===== config.mk =====
export PLATFORM = sky130hd
export DESIGN_NAME = load_store_unit
export DESIGN_NICKNAME = d
export VERILOG_FILES = /design/src/rtl/lsu_pkg.sv /design/src/rtl/lsu_load_align.sv /design/src/rtl/load_store_unit.sv
export SDC_FILE = /design/constraint.sdc
export NUM_CORES = 1
export LEC_CHECK = 0
export CORE_MARGIN = 5
export CORE_UTILIZATION = 48
export DETAILED_ROUTE_END_ITERATION = 8
export GPL_ROUTABILITY_DRIVEN = 0
export PLACE_DENSITY = 0.84
export SYNTH_ARGS = -nofsm -noshare
export SYNTH_HDL_FRONTEND = slang
export SYNTH_SLANG_ARGS = --single-unit

===== constraint.sdc =====
create_clock -name clk -period 10.92 [get_ports clk]
set_input_delay 3.276 -clock clk [delete_from_list [all_inputs] [get_ports clk]]
set_output_delay 3.276 -clock clk [all_outputs]
set_load 0.05 [all_outputs]

===== src/rtl/lsu_pkg.sv =====
// Shared types and helpers for the load/store unit: FSM state encoding, RV32I
// width codes, access legality and byte-enable generation.
package lsu_pkg;

    typedef enum logic [2:0] {
        IDLE = 3'd0,
        REQ  = 3'd1,
        WAIT = 3'd2,
        DONE = 3'd3,
        ERR  = 3'd4
    } lsu_state_e;

    localparam logic [2:0] F3_B  = 3'b000;
    localparam logic [2:0] F3_H  = 3'b001;
    localparam logic [2:0] F3_W  = 3'b010;
    localparam logic [2:0] F3_BU = 3'b100;
    localparam logic [2:0] F3_HU = 3'b101;

    // Unsigned widths exist only for loads; halves need even, words need 4-byte alignment.
    function automatic logic lsu_is_legal(input logic we, input logic [2:0] f3,
                                          input logic [1:0] off);
        case (f3)
            F3_B:    return 1'b1;
            F3_H:    return ~off[0];
            F3_W:    return (off == 2'b00);
            F3_BU:   return ~we;
            F3_HU:   return ~we & ~off[0];
            default: return 1'b0;
        endcase
    endfunction

    function automatic logic [3:0] lsu_byte_en(input logic [2:0] f3, input logic [1:0] off);
        case (f3)
            F3_B, F3_BU: return 4'b0001 << off;
            F3_H, F3_HU: return 4'b0011 << off;
            default:     return 4'b1111;
        endcase
    endfunction

endpackage


===== src/rtl/lsu_load_align.sv =====
// Combinational load alignment: shifts the read word down to the addressed
// lane and sign/zero-extends according to the RV32I load width.
module lsu_load_align
    import lsu_pkg::*;
(
    input  logic [31:0] i_rdata,
    input  logic [1:0]  i_offset,
    input  logic [2:0]  i_funct3,
    output logic [31:0] o_data
);

    logic [31:0] w_shifted;

    assign w_shifted = i_rdata >> {i_offset, 3'b000};

    always_comb begin
        o_data = '0;
        case (i_funct3)
            F3_B:    o_data = {{24{w_shifted[7]}}, w_shifted[7:0]};
            F3_H:    o_data = {{16{w_shifted[15]}}, w_shifted[15:0]};
            F3_W:    o_data = w_shifted;
            F3_BU:   o_data = {24'b0, w_shifted[7:0]};
            F3_HU:   o_data = {16'b0, w_shifted[15:0]};
            default: o_data = '0;
        endcase
    end

endmodule


===== src/rtl/load_store_unit.sv =====
// Multi-cycle RV32I load/store unit on a req/gnt/rvalid bus.
// Optional abort timer enabled by defining LSU_TIMEOUT_EN.
//
//   state | meaning
//   IDLE  | ready for a new access
//   REQ   | mem_req asserted, waiting for mem_gnt
//   WAIT  | granted, waiting for mem_rvalid
//   DONE  | one-cycle completion pulse
//   ERR   | one-cycle completion pulse with lsu_err (illegal or timed out)
module load_store_unit
    import lsu_pkg::*;
#(
    parameter int ADDR_W         = 32,
    parameter int TIMEOUT_CYCLES = 16
) (
    input  logic              clk,
    input  logic              rst,
    input  logic              lsu_valid,
    output logic              lsu_ready,
    input  logic              lsu_we,
    input  logic [2:0]        funct3,
    input  logic [ADDR_W-1:0] addr,
    input  logic [31:0]       wdata,
    output logic              lsu_done,
    output logic [31:0]       load_data,
    output logic              lsu_err,
    output logic              mem_req,
    output logic              mem_we,
    output logic [ADDR_W-1:0] mem_addr,
    output logic [3:0]        mem_be,
    output logic [31:0]       mem_wdata,
    input  logic              mem_gnt,
    input  logic              mem_rvalid,
    input  logic [31:0]       mem_rdata
);

    lsu_state_e        r_state;
    logic              r_we;
    logic [2:0]        r_funct3;
    logic [1:0]        r_off;
    logic [31:0]       r_load_data;
    logic [ADDR_W-1:0] r_mem_addr;
    logic [3:0]        r_mem_be;
    logic [31:0]       r_mem_wdata;

    logic              w_legal;
    logic              w_accept;
    logic              w_tmo_hit;
    logic [31:0]       w_aligned;
    logic [31:0]       w_load_val;

    assign w_legal    = lsu_is_legal(lsu_we, funct3, addr[1:0]);
    assign w_accept   = (r_state == IDLE) && lsu_valid;
    assign w_load_val = r_we ? 32'b0 : w_aligned;

    lsu_load_align u_align (
        .i_rdata  (mem_rdata),
        .i_offset (r_off),
        .i_funct3 (r_funct3),
        .o_data   (w_aligned)
    );

`ifdef LSU_TIMEOUT_EN
    localparam int CNT_W = $clog2(TIMEOUT_CYCLES + 1);

    logic [CNT_W-1:0] r_tmo_cnt;

    // Loaded on accept so the terminal count lands after TIMEOUT_CYCLES busy cycles.
    always_ff @(posedge clk or posedge rst) begin
        if (rst) begin
            r_tmo_cnt <= '0;
        end else if (w_accept && w_legal) begin
            r_tmo_cnt <= CNT_W'(TIMEOUT_CYCLES - 1);
        end else if (r_state == IDLE) begin
            r_tmo_cnt <= '0;
        end else if (r_tmo_cnt != '0) begin
            r_tmo_cnt <= r_tmo_cnt - 1'b1;
        end
    end

    assign w_tmo_hit = ((r_state == REQ) || (r_state == WAIT)) && (r_tmo_cnt == '0);
`else
    logic w_unused_tmo;

    assign w_unused_tmo = (TIMEOUT_CYCLES == 0);
    assign w_tmo_hit    = 1'b0;
`endif

    always_ff @(posedge clk or posedge rst) begin
        if (rst) begin
            r_state     <= IDLE;
            r_we        <= 1'b0;
            r_funct3    <= '0;
            r_off       <= '0;
            r_load_data <= '0;
            r_mem_addr  <= '0;
            r_mem_be    <= '0;
            r_mem_wdata <= '0;
        end else begin
            case (r_state)
                IDLE: begin
                    if (w_accept && w_legal) begin
                        r_state     <= REQ;
                        r_we        <= lsu_we;
                        r_funct3    <= funct3;
                        r_off       <= addr[1:0];
                        r_mem_addr  <= {addr[ADDR_W-1:2], 2'b00};
                        r_mem_be    <= lsu_byte_en(funct3, addr[1:0]);
                        r_mem_wdata <= lsu_we ? (wdata << {addr[1:0], 3'b000}) : 32'b0;
                    end else if (w_accept) begin
                        r_state     <= ERR;
                        r_load_data <= '0;
                    end
                end
                REQ: begin
                    if (mem_gnt && mem_rvalid) begin
                        r_state     <= DONE;
                        r_load_data <= w_load_val;
                    end else if (mem_gnt) begin
                        r_state <= WAIT;
                    end else if (w_tmo_hit) begin
                        r_state     <= ERR;
                        r_load_data <= '0;
                    end
                end
                WAIT: begin
                    if (mem_rvalid) begin
                        r_state     <= DONE;
                        r_load_data <= w_load_val;
                    end else if (w_tmo_hit) begin
                        r_state     <= ERR;
                        r_load_data <= '0;
                    end
                end
                default: r_state <= IDLE;
            endcase
        end
    end

    assign lsu_ready = (r_state == IDLE);
    assign lsu_done  = (r_state == DONE) || (r_state == ERR);
    assign lsu_err   = (r_state == ERR);
    assign load_data = r_load_data;
    assign mem_req   = (r_state == REQ);
    assign mem_we    = r_we;
    assign mem_addr  = r_mem_addr;
    assign mem_be    = r_mem_be;
    assign mem_wdata = r_mem_wdata;

endmodule


Yosys cells after proc, flatten, opt, wreduce, memory -nomap -nowiden
Cells that the tools add are included.

storage, ports and cells
  memory bits (writable) = 0
  bits of input ports = 105
  output and inout port bits = 105
  word-level logic and storage cells = 63
  flip-flop bits (word level) = 107
  bits in read-only memories = 0
  latch bits = 0
  memories = 0

cells by class
  order comparisons = 0
  multiplexer cells = 16
  bitwise operators = 3
  $mul = 0
  div/mod/pow operators = 0
  shift operators = 4
  add/sub/neg operators = 0
  eq/ne operators = 18
  reductions and logical operators = 14

operators with widths
  operator                                                                  number
  32-bit two-way mux                                                        6
  32-bit case mux with 5 select lines                                       1
  32-bit case mux with 3 select lines                                       1
  32-bit by 5-bit << shifter with 32-bit output                             1
  32-bit by 5-bit right shift with 32-bit output                            1
  3-bit equality test (second input constant)                               5
  3-bit two-way mux                                                         5
  3-bit by 2-bit equality test with 1-bit output (second input constant)    4
  3-bit by 1-bit equality test with 1-bit output (second input constant)    3
  3-bit logical NOT                                                         3
  3-bit case mux with 3 select lines                                        1
  4-bit case mux with 2 select lines                                        1
  3-bit by 1-bit inequality test with 1-bit output (second input constant)  2
  1-bit case mux with 5 select lines                                        1
  5-bit AND reduction                                                       1
  2-bit by 1-bit inequality test with 1-bit output (second input constant)  2
  2-bit inequality test (second input constant)                             2
  2-bit OR reduction                                                        2
  1-bit by 2-bit << shifter with 4-bit output (first input constant)        1
  2-bit by 2-bit << shifter with 4-bit output (first input constant)        1
  1-bit logical AND                                                         3
  3-bit AND reduction                                                       1
  3-bit nonzero test                                                        1
  2-bit logical NOT                                                         1
  other kinds (4)                                                           5

Logic depth before layout (Yosys ltp)
Gate-level depths: netlist (run 1).

  depth after elaboration = 6
  depth in mapped cells = 7

Modules after synthesis
From an unflattened synthesis (run 1), not the netlist that was laid out.

unflattened totals
  cells, all modules = 499
  area total of the unflattened synthesis = 5577.8 um^2

by module, submodules not included
  module           cells an instance  area an instance (um^2)  seq. area each (um^2)  instances
  load_store_unit  390                4774.6                   2677.6                 1
  lsu_load_align   109                803.3                    0.0                    1

Least setup slack after synthesis (run 1)
No wires, ideal clock.

  path type = register to output
  start point = register r_state[2]
  end point = output port lsu_done
  data arrival time = 2406 ps
  cell stages (with the launch flop) = 4
  required time = 7644 ps
  setup slack = 5238 ps
  cells stage by stage = dfrtp_1 > clkbuf_1 > nor3b_1 > o21bai_1

on the way
  cells in the longest elaborated chain, start to end = 2
  elaborated cells on any way between the ends = 3
  classes of those cells = eq/ne: 2; reduce/logical: 1

RTL lines
  element                 RTL line                text
  from (decl)             load_store_unit.sv:37   lsu_state_e r_state;
  from (signal assigned)  load_store_unit.sv:91   r_state <= IDLE;
  from (signal assigned)  load_store_unit.sv:103  r_state <= REQ;
  from (signal assigned)  load_store_unit.sv:111  r_state <= ERR;
  3-bit equality test     n/a
  named net lsu_err       load_store_unit.sv:26   output logic lsu_err,
  1-bit logical OR        load_store_unit.sv:141  assign lsu_done = (r_state == DONE) || (r_state == ERR);
  to (decl)               load_store_unit.sv:24   output logic lsu_done,

The timed path passes the listed nets, and every way through them passes these cells.

Final worst setup path (run 1)
  start point = input port addr[1]
  end point = register r_load_data[22], in the netlist load_data[22]

on the way
  cells in the longest elaborated chain, start to end = 5

RTL lines
  element                                 RTL line                text
  from (decl)                             load_store_unit.sv:22   input logic [ADDR_W-1:0] addr,
  2-bit logical NOT                       lsu_pkg.sv:25           F3_W: return (off == 2'b00);
  1-bit case mux with 5 select lines      lsu_pkg.sv:22           case (f3)
  1-bit logical AND                       load_store_unit.sv:102  if (w_accept && w_legal) begin
  2-bit inequality test (no source line)  n/a
  5-bit AND reduction (no source line)    n/a
  to (signal assigned)                    load_store_unit.sv:118  r_load_data <= w_load_val;
  to (signal assigned)                    load_store_unit.sv:129  r_load_data <= w_load_val;
  to (decl)                               load_store_unit.sv:41   logic [31:0] r_load_data;

No other way between the ends.
A chain may end at the register's enable or synchronous reset.

==> out/metrics.yaml, run 1 <==
status: "complete, no violations"
cp_data_arrival_time_ns: 6.30
routed_wl_um: 15900
grt_pass1_wl_um: 25700
die_h_um: 117
path_class: "in -> reg"
cp_slowest_stage_delay_ns: 1.17
cp.required_ns: 11.15
drv_cap: 0
ys.warnings.count: 0
syn_inst: 495
crit_chain: "clkdlybuf4s50_1 -> nor4_1 -> o21bai_4 -> buf_4 -> nand3b_4 -> a22o_1"
htreeDepth: 3
wl_met1_um: 6430
topRoutingLayerUsed: "met4"
fin_nets: 779
crit_slowest_cell: "clkdlybuf4s50_1"
drive_gt1_frac: 0.109
vias_per_cell: 5.62
cts_resized: 0
max_freq_ghz: 0.165
clock_latency_ns: 0.34
drc: 0
start_kind: "input pin"
cp_max_fo: 69
ctsHoldBuffers: 0
die-width_um: 117
power_leakage_uw: 0.00340
dieArea_um2: 13800
dr.first_iter.drc_count: 325
setup_viol: 0
numCtsBuffers: 9
synth.distinct_cells: 46
overflow: 0
grt_pass1_vias: 4866
port_buffers: 207
worst_pin_slew_ns: 1.09
period_minus_slack_ns: 6.08
path_buf_inv: 2
tritoncts: "done"
wl_met2_um: 7520
grt_usage: 0.228
post-route-period-util: 0.556
met3_length_um: 1460
finalHoldViolCount: 0
antenna_found_initial: 0
dr_total_vias: 4618
syn_to_final_growth_pct: 42.1
slew_viol_final: 0
synthTopCellsByArea: "dfrtp_1 48%, mux2_4 9.8%, mux2i_1 6.5%"
clockBufferDepth: 2
row_count: 39
io_pins: 210
crit_path_end_kind: "flip-flop"
wl_per_cell_um: 19.4
synth_top_area_share: 0.484
yosys.area.top_type: "dfrtp_1"
tns_ns: 0
irDropWorstVdd_mv: 0.207
seq_area_frac_synth: 0.484
cts_root_buffer: "clkbuf_16"
cts.clk_slew.worst_paths_ns: 0.07
core_area_um2: 11400
cts_sinks: 107
p_per_area_nw_per_um2: 293
clock-skew-final_ns: 0.00946
grt_max_degree: 70
rsz0062_at_grt: "false"
synthesis.area_um2: 5530
antennaDiodeCount: 0
synth.avg_cell_area_um2: 11.2
ant_nets: 0
hold_path_class: "reg -> reg"
post_cts_buffers: 0
maxSlewHeadroom: 0.272
ys_ff_latch: 107
start_util: 0.487
holdWs_ns: 0.480
drt-pass1-iter-count: 4
critPathTopFamily: "buffers and inverters"
reg2reg_slack_ns: 8.29
dpl.hpwl_um: 11900
## cell type report
type                    count  area (um2)
repair buffers            213        2120
clock buffers              11         233
flip-flops and latches    107        2680
well taps                 143         179
clock inverters             5        40.0
multi-input cells         341        2600
inverters                   2        10.0
fillers                   850        3510
## registers in the layout, indices dropped and copies added, names as in the netlist
name	cells
mem_addr	30
mem_be	4
r_funct3	3
r_off	2
r_state	3
mem_wdata	32
load_data	32
mem_we	1
## metal layers
| metal | vias up | global-route usage |
|---|---|---|
| li1 | 2148 | - |
| met1 | 2222 | 0.280 |
| met2 | 210 | 0.364 |
| met3 | 38 | 0.0741 |
| met4 | 0 | 0.104 |
| met5 | - | 0 |
## logic make-up (layout without fill, tap and decap cells)
family,after synthesis,in the layout,share of synthesized area
DFF,107,107,0.484
muxes,82,82,0.185
other,1,2,0.000678
and+or+nand+nor,120,120,0.107
buffers and inverters,48,231,0.0461
AOI/OAI and AO/OA,137,137,0.177
## power breakdown
group	switching [uW]	total (uW)	internal [uW]
combinational	818	1340	522
sequential	122	663	541
clock	144	300	156
## per-stage QoR
stage,worst slack [ns],instances,power (uW),utilization,cell area (um2)
5_1_grt,4.63,822,2410,0.691,7860
3_5_place_dp,4.50,806,2010,0.667,7590
4_1_cts,4.85,822,2320,0.691,7860
6_report,4.84,822,2300,0.691,7860
2_1_floorplan,4.83,496,1590,-,5540
3_3_place_gp,4.59,806,1980,0.667,7590
## tightest hold or removal path, cell delays in order (launching register included)
cell and delay (ns):
dfrtp_1 0.34, nand2_1 0.04, o21ai_0 0.06
## cells in the final DEF, fill, tap and decap left out, types with 2 or more instances in the layout
cell / instances
a211o_1: 7
a21oi_1: 10
a221o_1: 2
a22o_1: 10
a2bb2oi_1: 8
a32o_1: 7
and2_1: 10
buf_4: 6
clkbuf_1: 2
clkbuf_16: 9
clkdlybuf4s50_1: 207
clkinv_4: 2
clkinvlp_4: 3
conb_1: 2
dfrtp_1: 107
mux2_2: 9
mux2_4: 36
mux2i_1: 36
nand2_1: 61
nand2b_1: 3
nor2_1: 19
nor2b_1: 13
nor3_1: 2
o211ai_1: 8
o21ai_0: 44
o22ai_1: 8
o2bb2ai_1: 25
or2_2: 2
or4b_1: 2
## synth_stat cells (all sizes together)
library cell / instances
o21ai: 46
a221oi: 1
nor4b: 2
clkbuf: 19
or4b: 3
mux2i: 36
a32o: 7
a21oi: 10
nand2b: 3
o31ai: 1
and3: 1
and2: 10
or2: 2
a211o: 7
buf: 27
a2bb2oi: 8
nand3b: 1
nor2b: 13
nor4: 1
a221o: 2
nand4b: 1
o211ai: 8
o21bai: 2
nor2: 19
conb: 1
mux2: 45
o2bb2ai: 25
nor3b: 1
a211oi: 1
nor3: 2
a21boi: 1
dfrtp: 107
o22ai: 8
inv: 2
nand2: 61
mux4: 1
a22o: 10
## final timing paths
kind	depth (start not counted)	endpoint	startpoint
min in group asynchronous	2	mem_addr[8]	rst
worst min register to register	2	mem_be[3]	mem_be[3]
worst max-delay path	6	load_data[22]	addr[1]
worst max register to register	4	load_data[21]	r_off[1]
worst min-delay path	2	mem_be[3]	mem_be[3]
max in group asynchronous	3	mem_wdata[4]	rst
No activity file was read; power rests on OpenSTA's default activity.
==> inputs of run 2 (changes only) <==
CORE_UTILIZATION = 45   (was 48)
PLACE_DENSITY = 0.8   (was 0.84)
clock period = 5.9 ns   (was 10.92 ns; I/O delays follow)
==> out/metrics.yaml, run 2 (same netlist as run 1, synthesis figures left out) <==
status: "complete, no violations"
antenna_found_initial: 0  # unchanged
syn_to_final_growth_pct: 43.6
grt_usage: 0.219  # -0.00905
rsz0062_at_grt: "false"
finalHoldViolCount: 0  # unchanged
tritoncts: "done"
io_pins: 210  # unchanged
final_cell_mix: "207 x clkdlybuf4s50_1, 107 x dfrtp_1, 61 x nand2_1"
maxSlewHeadroom: 0.239  # -0.0329
cp.required_ns: 6.13  # -5.02 ns
start_util: 0.461  # -0.0260
antennaDiodeCount: 0  # unchanged
layout.filler_cells: 938  # +10%
ant_nets: 0  # unchanged
core_area_um2: 12000  # +5.6%
max_freq_ghz: 0.246
holdWs_ns: 0.479  # -0.000348 ns
period_minus_slack_ns: 4.06
place_area_um2: 7620  # +0.43%
row_count: 40  # +2.6%
numCtsBuffers: 9  # unchanged
mostFrequentLayoutCell: "clkdlybuf4s50_1"
post-route-period-util: 0.688
grt_pass1_wl_um: 25000  # -2.4%
dpl.hpwl_um: 11900  # -0.16%
clock-skew-final_ns: 0.00549  # -0.00397 ns
dr.first_iter.drc_count: 283  # -13%
cts.clk_slew.worst_paths_ns: 0.07  # about the same
p_per_area_nw_per_um2: 551  # +88%
multiInputGateArea_um2: 2600  # unchanged
regArea_um2: 2680  # unchanged
dr_total_vias: 4646  # +0.61%
tns_ns: 0  # unchanged
overflow: 0  # unchanged
path_class: "in -> reg"
cp_max_fo: 81  # +17%
hold_path_class: "reg -> reg"
post_cts_buffers: 0  # unchanged
htreeDepth: 3  # unchanged
drv_cap: 0  # unchanged
power_uw: 4380  # +90%
die-width_um: 121  # +3.0%
crit_path_end_kind: "flip-flop"
worst_pin_slew_ns: 1.14  # +0.0494 ns
reg2reg_slack_ns: 3.16  # -5.13 ns
final_core_util: 0.661  # -0.0300
start_kind: "input pin"
cts_resized: 0  # unchanged
die_h_um: 121  # +3.0%
drc: 0  # unchanged
clockBufferDepth: 2  # unchanged
slew_viol_final: 0  # unchanged
fin_area_um2: 7940  # +1.1%
vias_per_cell: 5.61  # -0.12%
grt_pass1_vias: 4688  # -3.7%
ctsHoldBuffers: 0  # unchanged
wl_per_cell_um: 19.7  # +1.8%
irDropWorstVdd_mv: 0.389  # +87%
setup_viol: 0  # unchanged
routed_wl_um: 16300  # +2.6%
fin_nets: 781  # +0.26%
power_leakage_uw: 0.00345  # +1.5%
drive_gt1_frac: 0.115  # +0.00555
cts_root_buffer: "clkbuf_16"
dieArea_um2: 14600  # +6.1%
cts_sinks: 107  # unchanged
clock_latency_ns: 0.34  # about the same
cp_data_arrival_time_ns: 4.29  # -2.01 ns
grt_max_degree: 82  # +17%
port_buffers: 207  # unchanged
drt-pass1-iter-count: 5  # +1
==> run 2: cell count changes in the layout (fill, tap and decap cells not counted) <==
cell        delta
bufinv_16      +2
clkbuf_1       -2
clkinvlp_4     -2
inv_6          +2
buf_12         +1
buf_4          +1
clkinv_2       +1
clkinv_4       -1
==> run 2: final cells by class <==
class,count,share of cell area
clock buffers,9,0.0284
clock inverters,7,0.0124
well taps,147,0.0232
multi-input cells,341,0.328
inverters,2,0.00126
repair buffers,215,0.270
flip-flops and latches,107,0.337
==> run 2: worst max-delay path, cell delays in order <==
cell and delay [ns]:
clkdlybuf4s50_1 0.92, a221oi_1 0.26, o21bai_4 0.21, buf_12 0.36, nand3b_4 0.38, a22o_1 0.36
==> run 2: worst paths after layout <==
check,startpoint,to,cells after the start
worst max-delay path,addr[0],load_data[17],6
worst min-delay path,mem_wdata[19],mem_wdata[19],2
worst max register to register,r_off[1],load_data[21],4
worst min register to register,mem_wdata[19],mem_wdata[19],2
max in group asynchronous,rst,r_state[1],3
min in group asynchronous,rst,mem_addr[14],2
==> run 2: routing by layer <==
layer	vias up	global-route usage	share of wire
met5	-	0	0
met4	0	0.0772	0.021
met3	24	0.0723	0.092
met2	216	0.346	0.46
met1	2263	0.282	0.42
li1	2143	-	-
==> run 2: where the power goes <==
| part | switching [uW] | internal (uW) | leakage [uW] |
|---|---|---|---|
| clock | 283 | 375 | 0.000156 |
| combinational | 1520 | 970 | 0.00191 |
| sequential | 226 | 1000 | 0.00139 |
==> run 2: metrics by stage <==
step | worst slack, ns | std cells
after global routing | 1.67 | 828
after CTS | 1.84 | 828
final | 1.84 | 828
after detailed placement | 1.47 | 812
after floorplan | 1.31 | 496
after global placement | 1.54 | 812
==> inputs of run 3 (changes only) <==
clock period = 3.9 ns   (was 5.9 ns; I/O delays follow)
==> out/metrics.yaml, run 3 (same netlist as run 1, synthesis figures left out) <==
status: "complete, no violations"
antenna_found_initial: 0  # unchanged
tritoncts: "done"
clockBufferDepth: 2  # unchanged
place_area_um2: 7650  # +0.41%
cp_max_fo: 32  # -60%
pre_cts_ws_ns: 0.245  # -1.23 ns
fin_nets: 784  # +0.38%
wl_per_cell_um: 20.0  # +1.6%
routed_wl_um: 16600  # +2.0%
grt_usage: 0.229  # +0.0104
p_per_area_nw_per_um2: 824  # +50%
stdcell_count: 831  # +0.36%
antennaDiodeCount: 0  # unchanged
htreeDepth: 3  # unchanged
drt-pass1-iter-count: 4  # -1
post-route-period-util: 0.851
die_h_um: 121  # unchanged
cp_data_arrival_time_ns: 3.55  # -0.74 ns
power_leakage_uw: 0.00346  # +0.14%
drc: 0  # unchanged
start_util: 0.461  # unchanged
rsz0062_at_grt: "false"
final_cell_mix: "206 x clkdlybuf4s50_1, 107 x dfrtp_1, 61 x nand2_1"
setup_ws_ns: 0.581  # -1.26 ns
period_minus_slack_ns: 3.32
post_cts_buffers: 0  # unchanged
port_buffers: 207  # unchanged
vias_per_cell: 5.55  # -1.1%
slew_viol_final: 0  # unchanged
grt_pass1_wl_um: 26600  # +6.3%
grt_pass1_vias: 4946  # +5.5%
maxSlewHeadroom: 0.285  # +0.0463
dpl.hpwl_um: 12400  # +3.7%
clock-skew-final_ns: 0.0111  # +0.00557 ns
max_freq_ghz: 0.301
core_area_um2: 12000  # unchanged
grt_max_degree: 74  # -9.8%
overflow: 0  # unchanged
fin_area_um2: 7950  # about the same
crit_path_end_kind: "flip-flop"
path_class: "in -> reg"
tns_ns: 0  # unchanged
die-width_um: 121  # unchanged
finalHoldViolCount: 0  # unchanged
mostFrequentLayoutCell: "clkdlybuf4s50_1"
cts_resized: 0  # unchanged
cts.clk_slew.worst_paths_ns: 0.07  # about the same
drv_cap: 0  # unchanged
worst_pin_slew_ns: 1.07  # -0.0694 ns
syn_to_final_growth_pct: 43.6  # about the same
io_pins: 210  # unchanged
dieArea_um2: 14600  # unchanged
cts_root_buffer: "clkbuf_16"
irDropWorstVdd_mv: 0.665  # +71%
setup_viol: 0  # unchanged
power_uw: 6550  # +50%
layout.filler_cells: 943  # +0.53%
start_kind: "input pin"
clock_latency_ns: 0.35  # about the same
dr.first_iter.drc_count: 444  # +57%
ctsHoldBuffers: 0  # unchanged
drive_gt1_frac: 0.120  # +0.00535
cp.required_ns: 4.13  # -2.00 ns
hold_path_class: "reg -> reg"
row_count: 40  # unchanged
dr_total_vias: 4612  # -0.73%
dp_cells: 815  # +0.37%
cts_sinks: 107  # unchanged
ant_nets: 0  # unchanged
numCtsBuffers: 9  # unchanged
run 3: cell types whose count changed in the layout (fill, tap and decap cells not counted), sizes merged:
cell,before,now
buf,8,12
bufinv,2,0
clkinv,2,3
clkbuf,9,10
clkdlybuf4s50,207,206
run 3: report_power, final:
part	leakage (uW)	switching (uW)	internal [uW]
registers	0.00139	352	1520
clock network	0.000146	441	464
logic	0.00192	2310	1470
total	0.00346	3100	3450
run 3: worst max-delay path, cell delays in order:
cell and delay (ns):
clkdlybuf4s50_1 0.60, a221oi_1 0.19, o21bai_4 0.75, nand3b_4 0.45, a22o_1 0.38
run 3: area by class of cell:
class	instances	area (um2)	share of cell area
flip-flops and latches	107	2680	0.337
multi-input cells	341	2600	0.328
repair buffers	218	2170	0.274
clock buffers	10	239	0.0301
well taps	147	184	0.0231
clock inverters	6	55.1	0.00693
inverters	2	11.3	0.00142
run 3: path summary, 6_finish.rpt:
check | cells past startpoint | slack, ns | to | from
max | 5 | 0.58 | load_data[16] | funct3[0]
min | 2 | 0.48 | mem_wdata[26] | mem_wdata[26]
max reg2reg | 4 | 1.17 | load_data[17] | r_off[1]
min reg2reg | 2 | 0.48 | mem_wdata[26] | mem_wdata[26]
max in group asynchronous | 3 | 1.91 | mem_addr[17] | rst
min in group asynchronous | 2 | 1.26 | r_state[0] | rst
run 3: metrics by stage:
step / hold slack (ns) / utilization
floorplan: 0.515 / -
global placement: 0.463 / 0.637
detailed placement: 0.473 / 0.637
CTS: 0.488 / 0.661
global route: 0.501 / 0.661
finish: 0.485 / 0.661
run 3: routing by layer:
metal	share of wire	wire [um]	global-route usage
met5	0	0	0
met4	0.017	284	0.0609
met3	0.090	1510	0.0727
met2	0.47	7900	0.369
met1	0.42	6950	0.299
==> RTL edit 1: new RTL, settings of run 3 <==
The option `LSU_TIMEOUT_EN` is turned on by a define.
--- a/src/rtl/load_store_unit.sv
+++ b/src/rtl/load_store_unit.sv
@@ -8,4 +8,6 @@
 //   DONE  | one-cycle completion pulse
 //   ERR   | one-cycle completion pulse with lsu_err (illegal or timed out)
+`define LSU_TIMEOUT_EN
+
 module load_store_unit
     import lsu_pkg::*;
Formal check against the unedited RTL: same outputs for any inputs over 4 cycles, from zero or initial values and one cycle with rst high; that may be too few to reach the edited logic, so the function may still have changed.
==> RTL edit 1 against run 3 <==
Routed wire length decreased by 0.97%. Total power increased by 0.61%. Worst setup slack got worse by 67 ps. Area after synthesis increased by 0.20%. First-iteration DRC count decreased by 13%. Non-clock buffer count unchanged. Design area increased by 1.1%. Sequential share of layout area increased by 1.2 points. Sequential cell count increased by 5. Hold slack about the same. Clock power decreased by 3.8%.
==> RTL edit 1: results (changes against run 3) <==
Run status
  – Status: finished clean

Global routing
  – Largest net degree at the start of global routing: 68 (-8.1%)
  – GR Util met2: 0.3835 (+0.01459)
  – First-pass GRT wire length: 25820 um (-3.0%)
  – Vias in the first global route: 4791 (-3.1%)

Power
  – Clock power share: 0.132 (-0.006)
  – Internal Power: 3.410 mW (-1.1%)
  – Leak: 3.372 nW (-2.5%)
  – Seq pwr share: 0.301 (+0.016)

Final layout
  – Fraction of area in multi-input gates: 0.3161 (-0.01162)
  – Inverters, non-clock: 6 (+4)
  – Final clock-cell share: 0.03396 (-0.003046)
  – Multi-In Gates: 348 (+2.1%)
  – Buffer share of cell area: 0.2714 (-0.002319)

Synthesis
  – Top post-synthesis cells by area: dfrtp_1 51%, mux2_2 11%, mux2i_1 5.8%, nand2_1 4.7%, o21ai_0 4.3%
  – Avg Inst Size Synth: 11.02 sq um (-1.4%)
  – Flops & latches, synth: 112 (+4.7%)

Placed design
  – Post-Place Cells: 852 (+4.5%)
  – HPWL after detailed placement: 12330 um (-0.28%)

Worst setup path
  – CP max stage cell: clkdlybuf4s50_1
  – Crit path capture: lsu_ready
  – Worst r2r path cells: 5 (+1)
  – CP max FO: 9 (-72%)
  – CP Data Arrival Time: 2220 ps (-1330 ps)
  – Largest stage delay on the critical path: 820 ps (+70 ps)

Route
  – Met2 WL: 8243 um (+4.3%)
  – Total iterations of the first detailed-routing run: 5 (+1)
  – DR vias: 4661 (+1.1%)
  – DR WL met3: 1552 um (+3.1%)
  – Routed WL: 16480 um (-0.97%)
  – Metal-1 WL: 6470 um (-6.9%)

Min path
  – Hold endpoint: mem_wdata[3]
  – Min-delay src: mem_wdata[3]
RTL edit 1: metrics by stage:
stage | util | hold slack (ps) | instance area (sq um) | setup WS, ps | total power, mW
2_1_floorplan | - | 506.3 | 5552 | 547.0 | 4.472
3_3_place_gp | 0.6433 | 465.5 | 7759 | 601.8 | 5.638
3_5_place_dp | 0.6433 | 472.5 | 7759 | 473.0 | 5.736
4_1_cts | 0.6659 | 489.0 | 8031 | 502.9 | 6.629
5_1_grt | 0.6659 | 518.7 | 8031 | 453.1 | 6.907
6_report | 0.6659 | 484.6 | 8031 | 514.0 | 6.586
RTL edit 1: cell families (layout without fill, tap and decap cells):
family,Yosys count,in the layout,synth area share
compound gates,133,133,0.1760
other cells,1,2,0.0006764
mux,85,85,0.1675
flops,112,112,0.5055
simple gates,123,123,0.1038
fa+ha+maj,2,2,0.004513
xor+xnor,3,3,0.004740
buf+inv,44,239,0.03724
RTL edit 1: critical path: cells and delay by family, from the launching register on:
kind          cells  cell delay, ps
buf+inv           2             940
flops             1             470
simple gates      1             450
==> RTL edit 2: new RTL, config.mk and constraints of run 3 <==
Made on the original files. The 5 states of `lsu_state_e` get a one-hot encoding in 5 bits.
--- a/src/rtl/lsu_pkg.sv
+++ b/src/rtl/lsu_pkg.sv
@@ -3,10 +3,10 @@
 package lsu_pkg;
 
-    typedef enum logic [2:0] {
-        IDLE = 3'd0,
-        REQ  = 3'd1,
-        WAIT = 3'd2,
-        DONE = 3'd3,
-        ERR  = 3'd4
+    typedef enum logic [4:0] {
+        IDLE = 5'b00001,
+        REQ  = 5'b00010,
+        WAIT = 5'b00100,
+        DONE = 5'b01000,
+        ERR  = 5'b10000
     } lsu_state_e;
 
Check against the original RTL: same outputs for any inputs over 4 cycles, from zero or initial values and one cycle with rst high; so few cycles prove little.
==> RTL edit 2 against run 3 <==
Area after synthesis fell by 2.0%. Design area fell by 0.71%. Worst setup slack improved by 26 ps. Fmax rose by 0.78%. Routed wire length fell by 2.2%. Count of clock-buffer cells in the layout did not move. Non-clock buffer count did not move. Sequential cell count rose by 2. Total power fell by 21%. Hold slack got worse by 9.8 ps. Synthesized cell count rose by 16%. Critical path depth fell by 2. Global-route usage fell by 0.078 points. Critical endpoint is now mem_req. Clock skew fell by 5.4 ps.
==> RTL edit 2: results (changes against run 3) <==
Final layout
  – # diodes: 0 (unchanged)
  – NumNets Final: 867 (+11%)
  – Fill cell count: 925 (-1.9%)
  – Filler-free cell count of the finished design: 912 (+9.7%)
  – Layout cell share with drive strength beyond 1: 0.06536 (-0.05452)

Synthesis
  – Top post-synthesis cells by area: dfrtp_1 50%, nand2_1 13%, mux2i_1 7.0%, a22o_1 2.6%, o21ai_0 2.3%
  – Post-Synthesis Cells: 575 (+16%)
  – Distinct cells, synth: 45 (-2.2%)
  – Synth top cells by count: 181 x nand2_1, 108 x dfrtp_1, 38 x mux2i_1
  – Post-synthesis sequential area ratio: 0.5032 (+0.01929)
  – Async SR Flop Fraction: 1.000 (unchanged)
  – Ys flop type: dfrtp_1
  – Ys Warns: 0 (unchanged)

Clock network
  – H-tree Lvls: 3 (unchanged)
  – Post-CTS Resized: 0 (unchanged)
  – CTS buffer count: 9 (unchanged)
  – Clock transition at path regs: 70 ps (about the same)
  – Post-CTS Setup Bufs: 0 (unchanged)
  – Root Buffer: clkbuf_16
  – CTS Buffer Depth: 2 (unchanged)
  – Clock latency on the worst-skew pair: 340 ps

Global routing
  – First-pass GRT wire length: 26100 um (-1.9%)
  – All-Layer GR Usage: 0.2283 (-0.0007848)
  – Initial antenna violation count: 0 (unchanged)
  – Largest net degree at the start of global routing: 66 (-11%)
  – Vias in the first global route: 4978 (+0.65%)

Power
  – Peak supply drop: 0.0004146 V (-38%)
  – Leak: 3.562 nW (+3.0%)

STA
  – Max_slew headroom: 0.2768 (-0.008335)
  – Final Skew: 5.703 ps (-5.360 ps)

Run status
  – Status: finished clean

Route
  – DRT iter0 DRCs: 439 (-1.1%)
  – Total iterations of the first detailed-routing run: 5 (+1)
  – Routed WL: 16270 um (-2.2%)
  – Via-to-Cell Ratio: 5.436 (-2.0%)

Placed design
  – Port Buf Inserts: 207 (unchanged)
  – HPWL after detailed placement: 12290 um (-0.57%)
  – Post-Place Cells: 898 (+10%)

Min path
  – Tightest Hold Check Type: reg2reg

Worst setup path
  – CP Data Arrival Time: 2120 ps (-1430 ps)
  – CP max FO: 5 (-84%)
==> RTL edit 2: logic make-up (layout without fill, tap and decap cells) <==
logic type | after synthesis | after routing | synth area share
AND/OR/NAND/NOR | 249 | 249 | 0.1964
AO/OA/AOI/OAI | 115 | 115 | 0.1553
flip-flops | 109 | 109 | 0.5032
multiplexers | 55 | 55 | 0.1054
buffers and inverters | 45 | 234 | 0.03738
other | 1 | 2 | 0.0006915
XOR/XNOR | 1 | 1 | 0.001615
==> RTL edit 2: worst max-delay path: stages (launching register included) <==
cell	delay (ps)
dfrtp_1	430
or3_4	420
nor2_1	120
clkdlybuf4s50_1	810
==> RTL edit 2: report_power, final <==
part / switching (mW) / internal (mW) / leakage, nW
clock: 0.397 / 0.491 / 0.134
combinational: 1.72 / 0.903 / 1.99
sequential: 0.251 / 1.43 / 1.44
==> RTL edit 2: through the flow <==
step / area [sq um] / setup WS (ps) / power [mW] / hold WS, ps
6_report: 7889 / 606.2 / 5.189 / 475.0
4_1_cts: 7889 / 598.2 / 5.223 / 478.9
5_1_grt: 7889 / 550.6 / 5.457 / 495.1
2_1_floorplan: 5430 / 741.1 / 3.394 / 504.4
3_3_place_gp: 7609 / 609.2 / 4.266 / 455.0
3_5_place_dp: 7609 / 531.2 / 4.316 / 459.7
==> RTL edit 2: path summary, 6_finish.rpt <==
check	start	endpoint	slack [ps]	cells past startpoint
max in group asynchronous	rst	mem_wdata[31]	1770	3
min	mem_addr[15]	mem_addr[15]	480	2
max	r_state[3]	mem_req	610	3
min reg2reg	mem_addr[15]	mem_addr[15]	480	2
min in group asynchronous	rst	mem_wdata[7]	1250	2
max reg2reg	r_off[1]	load_data[11]	1310	5
==> RTL edit 2: layout make-up <==
class                      instances  area share
inverter                           2    0.001427
sequential                       109      0.3459
multi-input combinational        422      0.3175
tap                              147     0.02331
clock inverter                     4    0.006503
timing repair buffer             218      0.2763
clock buffer                      10     0.02902
==> RTL edit 2: routing by layer <==
layer | vias up | part of all wire | wire [um] | track usage
met4 | 0 | 0.033 | 532 | 0.1038
met5 | - | 0 | 0 | 0
met1 | 2368 | 0.41 | 6599 | 0.2830
met3 | 36 | 0.074 | 1207 | 0.06079
met2 | 198 | 0.49 | 7934 | 0.3743
li1 | 2356 | - | - | -
